--- src/rtl/axim_rx_scheduler_if.sv ---
// Bundle between the accelerator front end, the round-robin scheduler and
// the four HP AXI read engines.
interface axim_rx_scheduler_if #(
  parameter int ADDR_W = 32,
  parameter int SIZE_W = 10
);
  logic              rx_req;
  logic [ADDR_W-1:0] rx_addr;
  logic [SIZE_W-1:0] rx_size;
  logic              rx_ready;
  logic              rx_done;
  logic              err;
  logic [3:0]        hp_rx_req;
  logic [ADDR_W-1:0] hp_rx_addr [4];
  logic [SIZE_W-1:0] hp_rx_size [4];
  logic [3:0]        hp_rx_done;

  modport slave (
    input  rx_req, rx_addr, rx_size, hp_rx_done,
    output rx_ready, rx_done, err, hp_rx_req, hp_rx_addr, hp_rx_size
  );

  modport master (
    output rx_req, rx_addr, rx_size, hp_rx_done,
    input  rx_ready, rx_done, err, hp_rx_req, hp_rx_addr, hp_rx_size
  );
endinterface

--- src/rtl/axim_rx_scheduler.sv ---
// Splits one accelerator read request into fixed-size chunks and deals them
// strictly round-robin to four HP AXI read ports, tracking per-port completion.
module axim_rx_scheduler #(
  parameter int ADDR_W       = 32,
  parameter int SIZE_W       = 10,
  parameter int CHUNK_BURSTS = 4,
  parameter int BURST_BYTES  = 128
) (
  input  logic               clk,
  input  logic               reset,
  axim_rx_scheduler_if.slave bus
);
  // state | meaning
  // IDLE  | accepting a new request (rx_ready high)
  // ISSUE | dealing chunks to ports 0,1,2,3,0,... in order
  // WAIT  | all chunks issued, waiting for outstanding ports
  // DONE  | completion pulse on rx_done
  typedef enum logic [1:0] {S_IDLE, S_ISSUE, S_WAIT, S_DONE} state_t;

  localparam logic [SIZE_W-1:0] CHUNK_S = SIZE_W'(CHUNK_BURSTS);
  localparam logic [ADDR_W-1:0] BURST_A = ADDR_W'(BURST_BYTES);

  state_t            state_q, state_d;
  logic [ADDR_W-1:0] cur_addr_q, cur_addr_d;
  logic [SIZE_W-1:0] remaining_q, remaining_d;
  logic [1:0]        next_port_q, next_port_d;
  logic [3:0]        busy_q, busy_d;
  logic              rx_ready_q, rx_ready_d;
  logic              rx_done_q, rx_done_d;
  logic              err_q, err_d;
  logic [3:0]        hp_req_q, hp_req_d;
  logic [ADDR_W-1:0] hp_addr_q [4];
  logic [ADDR_W-1:0] hp_addr_d [4];
  logic [SIZE_W-1:0] hp_size_q [4];
  logic [SIZE_W-1:0] hp_size_d [4];
  logic [SIZE_W-1:0] chunk;

  always_comb begin
    state_d     = state_q;
    cur_addr_d  = cur_addr_q;
    remaining_d = remaining_q;
    next_port_d = next_port_q;
    busy_d      = busy_q & ~bus.hp_rx_done;
    err_d       = err_q | (|(bus.hp_rx_done & ~busy_q));
    rx_done_d   = 1'b0;
    hp_req_d    = '0;
    hp_addr_d   = hp_addr_q;
    hp_size_d   = hp_size_q;
    chunk       = (remaining_q < CHUNK_S) ? remaining_q : CHUNK_S;

    case (state_q)
      S_IDLE: begin
        if (bus.rx_req) begin
          if (bus.rx_size != '0) begin
            cur_addr_d  = bus.rx_addr;
            remaining_d = bus.rx_size;
            next_port_d = 2'd0;
            state_d     = S_ISSUE;
          end else begin
            rx_done_d = 1'b1;
          end
        end
      end
      S_ISSUE: begin
        if (remaining_q == '0) begin
          state_d = S_WAIT;
        end else if (!busy_q[next_port_q]) begin
          // Strict order: a busy target port stalls issue rather than being skipped.
          hp_req_d[next_port_q]  = 1'b1;
          hp_addr_d[next_port_q] = cur_addr_q;
          hp_size_d[next_port_q] = chunk;
          busy_d[next_port_q]    = 1'b1;
          cur_addr_d             = cur_addr_q + ADDR_W'(chunk) * BURST_A;
          remaining_d            = remaining_q - chunk;
          next_port_d            = next_port_q + 2'd1;
        end
      end
      S_WAIT: begin
        if (busy_q == 4'b0000) begin
          state_d   = S_DONE;
          rx_done_d = 1'b1;
        end
      end
      S_DONE:  state_d = S_IDLE;
      default: state_d = S_IDLE;
    endcase

    rx_ready_d = (state_d == S_IDLE);
  end

  always_ff @(posedge clk or posedge reset) begin
    if (reset) begin
      state_q     <= S_IDLE;
      cur_addr_q  <= '0;
      remaining_q <= '0;
      next_port_q <= 2'd0;
      busy_q      <= 4'b0000;
      rx_ready_q  <= 1'b1;
      rx_done_q   <= 1'b0;
      err_q       <= 1'b0;
      hp_req_q    <= 4'b0000;
      hp_addr_q   <= '{default: '0};
      hp_size_q   <= '{default: '0};
    end else begin
      state_q     <= state_d;
      cur_addr_q  <= cur_addr_d;
      remaining_q <= remaining_d;
      next_port_q <= next_port_d;
      busy_q      <= busy_d;
      rx_ready_q  <= rx_ready_d;
      rx_done_q   <= rx_done_d;
      err_q       <= err_d;
      hp_req_q    <= hp_req_d;
      hp_addr_q   <= hp_addr_d;
      hp_size_q   <= hp_size_d;
    end
  end

  assign bus.rx_ready   = rx_ready_q;
  assign bus.rx_done    = rx_done_q;
  assign bus.err        = err_q;
  assign bus.hp_rx_req  = hp_req_q;
  assign bus.hp_rx_addr = hp_addr_q;
  assign bus.hp_rx_size = hp_size_q;
endmodule

--- src/flat_wrapper.sv ---
// flat-port wrapper written by rule: the top's interface ports become plain ports
module axim_rx_scheduler_flat 
#(
  parameter int ADDR_W       = 32,
  parameter int SIZE_W       = 10,
  parameter int CHUNK_BURSTS = 4,
  parameter int BURST_BYTES  = 128
)
  (clk, reset, bus_rx_req, bus_rx_addr, bus_rx_size, bus_hp_rx_done, bus_rx_ready, bus_rx_done, bus_err, bus_hp_rx_req, bus_hp_rx_addr, bus_hp_rx_size);
  axim_rx_scheduler_if #(.ADDR_W(ADDR_W), .SIZE_W(SIZE_W)) bus_i ();
  input  logic clk;
  input  logic reset;
  input wire logic [$bits(bus_i.rx_req)-1:0] bus_rx_req;
  input wire logic [$bits(bus_i.rx_addr)-1:0] bus_rx_addr;
  input wire logic [$bits(bus_i.rx_size)-1:0] bus_rx_size;
  input wire logic [$bits(bus_i.hp_rx_done)-1:0] bus_hp_rx_done;
  output wire logic [$bits(bus_i.rx_ready)-1:0] bus_rx_ready;
  output wire logic [$bits(bus_i.rx_done)-1:0] bus_rx_done;
  output wire logic [$bits(bus_i.err)-1:0] bus_err;
  output wire logic [$bits(bus_i.hp_rx_req)-1:0] bus_hp_rx_req;
  output wire logic [$bits(bus_i.hp_rx_addr)-1:0] bus_hp_rx_addr;
  output wire logic [$bits(bus_i.hp_rx_size)-1:0] bus_hp_rx_size;
  assign bus_i.rx_req = bus_rx_req;
  assign bus_i.rx_addr = bus_rx_addr;
  assign bus_i.rx_size = bus_rx_size;
  assign bus_i.hp_rx_done = bus_hp_rx_done;
  assign bus_rx_ready = bus_i.rx_ready;
  assign bus_rx_done = bus_i.rx_done;
  assign bus_err = bus_i.err;
  assign bus_hp_rx_req = bus_i.hp_rx_req;
  assign bus_hp_rx_addr = {>>{bus_i.hp_rx_addr}};
  assign bus_hp_rx_size = {>>{bus_i.hp_rx_size}};
  axim_rx_scheduler #(.ADDR_W(ADDR_W), .SIZE_W(SIZE_W), .CHUNK_BURSTS(CHUNK_BURSTS), .BURST_BYTES(BURST_BYTES)) u_core (.clk(clk), .reset(reset), .bus(bus_i));
endmodule
--- config.mk ---
export PLATFORM = sky130hd
export DESIGN_NAME = axim_rx_scheduler_flat
export DESIGN_NICKNAME = d
export VERILOG_FILES = /design/src/rtl/axim_rx_scheduler_if.sv /design/src/rtl/axim_rx_scheduler.sv /design/src/flat_wrapper.sv
export SDC_FILE = /design/constraint.sdc
export NUM_CORES = 1
export LEC_CHECK = 0
export ABC_CLOCK_PERIOD_IN_PS = 8800
export BUFFER_PORTS_ARGS = -buffer_cell sky130_fd_sc_hd__buf_2
export CAP_MARGIN = 20
export CORE_MARGIN = 2
export CORE_UTILIZATION = 55
export CTS_BUF_LIST = sky130_fd_sc_hd__clkbuf_4 sky130_fd_sc_hd__clkbuf_8
export CTS_CLUSTER_DIAMETER = 80
export DETAILED_ROUTE_END_ITERATION = 8
export GPL_TIMING_DRIVEN = 0
export PLACE_DENSITY = 0.86
export SLEW_MARGIN = 25
export SYNTH_ARGS = -nofsm -noshare
export SYNTH_HDL_FRONTEND = slang
export SYNTH_SLANG_ARGS = --single-unit
export TNS_END_PERCENT = 20
--- constraint.sdc ---
create_clock -name clk -period 8.8 [get_ports clk]
set_clock_uncertainty 0.05 [all_clocks]
set_input_delay 1.32 -clock clk [delete_from_list [all_inputs] [get_ports clk]]
set_output_delay 1.32 -clock clk [all_outputs]
set_load 0.01 [all_outputs]
==> results.yml <==
power_and_ir_drop:
  switching_share: 0.369
  internal-power_uw: 3220
  leakagePower_uw: 0.00650
  combPwrFrac: 0.467
  pwr-share-clk: 0.186
  powerDensity_nw_per_um2: 408
  max-vdd-ir-drop_uv: 175
  switchingPower_uw: 1880
  sequentialPowerShare: 0.347
outcome:
  violations: "design-rule violations"
  outcome: "finished with violations"
worst_setup_path:
  path_common_cell: "a211oi_1"
  worstPathBufferInverterCount: 3
  cpPeakStageDelay_ps: 580
  critical_path_class: "flip-flop to flip-flop"
  rrSetupSlack_ps: 4760
  path_max_fanout: 10
  end_kind: "flip-flop"
  critical-path-top-delay-family: "compound AO/OA/AOI/OAI gates"
  cp_cell_sequence: "nor4_2 > and2_1 > clkbuf_1 > inv_1 > ha_1 > a211oi_1 > o21bai_1 > a211oi_1 > buf_2 > nor3b_1 > o21a_1 > o22a_1"
  start_kind: "flip-flop"
  slowest_stage: "nor4_2"
  arrival_ps: 4410
  cp.required_ps: 9180
routing:
  wl_um: 25400
  wl_met3_um: 2170
  ant_nets: 0
  drtIter0Drc: 498
  drc: 24
  highest_layer: "met5"
  vias_per_cell: 5.53
  drt-wirelength-per-cell_um: 19.9
  firstDrtPassIters: 9
  dr_wl_met2_um: 11900
  wl_met1_um: 10400
  vias: 7073
floorplanning:
  coreArea_um2: 18100
  dieWidth_um: 140
  die_h_um: 140
  start_util: 0.564
  std_cell_rows: 49
  die_area_um2: 19600
  pin_count: 224
clocking:
  clk_pin_slew_ps: 60
  hold_buffers: 0
  cts_tree: "done"
  root_buffer: "clkbuf_8"
  max-clock-path-buffers: 3
  clk_latency_ps: 540
  htree_num_levels: 2
  cts_resized: 0
  postCtsSetupRepairBufs: 0
  clkSinkCount: 225
  cts_made_buffers: 37
synth:
  yosysTopAreaCellShare: 0.550
  syn_area_per_cell_um2: 13.6
  synth_area_um2: 10200
  ys_seq_area_frac: 0.552
  synth_warnings: 0
  synth_common_cells: "dfrtp_1, mux2_4, nand2_1"
  ys_types: 63
  syn_inst: 750
  synthArstFlopShare: 1.00
  yosysMostFrequentCell: "dfrtp_1"
  synth-seq-cells: 225
  synth_edf_count: 0
  synthTopCellsByArea: "dfrtp_1, mux2_4, mux2_2, buf_12, a21oi_1"
  yosysTopAreaCell: "dfrtp_1"
  synth_ff_type: "dfrtp_1"
sta:
  worst_slew_pin_slew_ps: 648
  max_freq_mhz: 248
  slew_violations: 0
  rsz0062_at_grt: "false"
  max-slew-margin-rel: 0.564
  setup_slack_ps: 4760
  fin_crit_sh: 0.459
  final-hold-violation-count: 0
  fin_crit_ps: 4040
  setup_viol: 0
layout:
  final_area_um2: 12500
  syn2layout_area_growth_pct: 22.4
  nNetsFinal: 1085
  drive_above_1_share: 0.459
hold_path:
  hp-class: "flip-flop to flip-flop"
job:
  drv_cap: 0
placed_design:
  placed_area_um2: 11700
  hpwl_um: 17600
  gp_congestion: 0.893
  pre_cts_ws_ps: 4870
  io_buffers: 223
global_route:
  grt_max_degree: 100
  grt_usage: 0.263
  first_global_vias: 7351
  grt_pass1_wl_um: 40600
  grt-ovfl-total: 0
  antenna_found_initial: 9
worst paths after layout:
path                                       start  cells after the start                  endpoint
min reg2reg                       u_core.bus.err                      2            u_core.bus.err
max in group asynchronous                  reset                      4  u_core.bus.hp_rx_addr[9]
min in group asynchronous                  reset                      2   u_core.bus.hp_rx_req[1]
min                               u_core.bus.err                      2            u_core.bus.err
max                        u_core.remaining_q[7]                     12     u_core.cur_addr_q[23]
max reg2reg                u_core.remaining_q[7]                     12     u_core.cur_addr_q[23]
cells by family (layout without fill, tap and decap cells):
family / count (synthesis) / in the layout / share of synthesized area
buf+inv: 58 / 346 / 0.0443
flops: 225 / 225 / 0.552
other cells: 2 / 14 / 0.000736
xor+xnor: 5 / 5 / 0.00429
fa+ha+maj: 16 / 16 / 0.0204
simple gates: 164 / 164 / 0.0892
mux: 146 / 146 / 0.205
compound gates: 134 / 134 / 0.0842
power by group through the flow:
| stage | combinational [uW] | clock (uW) | sequential (uW) |
|---|---|---|---|
| floorplan | 1580 | 0 | 1840 |
| global placement | 2290 | 0 | 1750 |
| global route | 2540 | 1000 | 1820 |
| detailed placement | 2370 | 0 | 1780 |
| CTS | 2380 | 965 | 1770 |
| finish | 2380 | 946 | 1770 |
per-layer routing:
layer  vias to the layer above  GRT usage
met3                        82     0.0697
met5                         -          0
met4                         6      0.101
met1                      3438      0.344
li1                       3204          -
met2                       343      0.423
area by class of cell:
class | instances | area, um^2
fill | 1240 | 5610
clock inverter | 3 | 20.0
timing repair buffer | 225 | 1170
clock buffer | 60 | 757
sequential | 225 | 5630
buffer | 43 | 395
antenna | 6 | 15.0
multi-input combinational | 473 | 4140
inverter | 15 | 63.8
tap | 229 | 287
worst min-delay path: stages, from the launching register on:
cell     delay, ps
dfrtp_1        350
a21oi_1         40
nand2_1         50
placed cells by master, fill, tap and decap left out, types with 27 or more instances in the layout:
cell type,instances
nor2_1,29
dfrtp_1,224
a21oi_1,38
o21ai_0,32
clkbuf_8,49
mux2_2,27
buf_2,238
nand2_1,45
and2_1,29
mux2_4,116
per-stage QoR:
stage / cells / total power (uW) / util / TNS (ps) / hold WS, ps
2_1_floorplan: 756 / 3420 / - / 0 / 430
3_3_place_gp: 1208 / 4040 / 0.643 / -203180 / 405
3_5_place_dp: 1210 / 4150 / 0.646 / 0 / 412
4_1_cts: 1273 / 5110 / 0.689 / 0 / 428
5_1_grt: 1278 / 5370 / 0.690 / 0 / 446
6_report: 1279 / 5100 / 0.690 / 0 / 430
registers in the layout, indices dropped and copies added (netlist names):
signal	count
u_core.bus.err	1
u_core.bus.hp_rx_size	40
u_core.bus.hp_rx_req	4
u_core.bus.hp_rx_addr	128
u_core.cur_addr_q	32
u_core.next_port_q	2
u_core.remaining_q	10
u_core.busy_q	4
u_core.bus.rx_ready	1
u_core.bus.rx_done	1
u_core.state_q	2
Note: power is estimated with default switching activity, not from simulation.
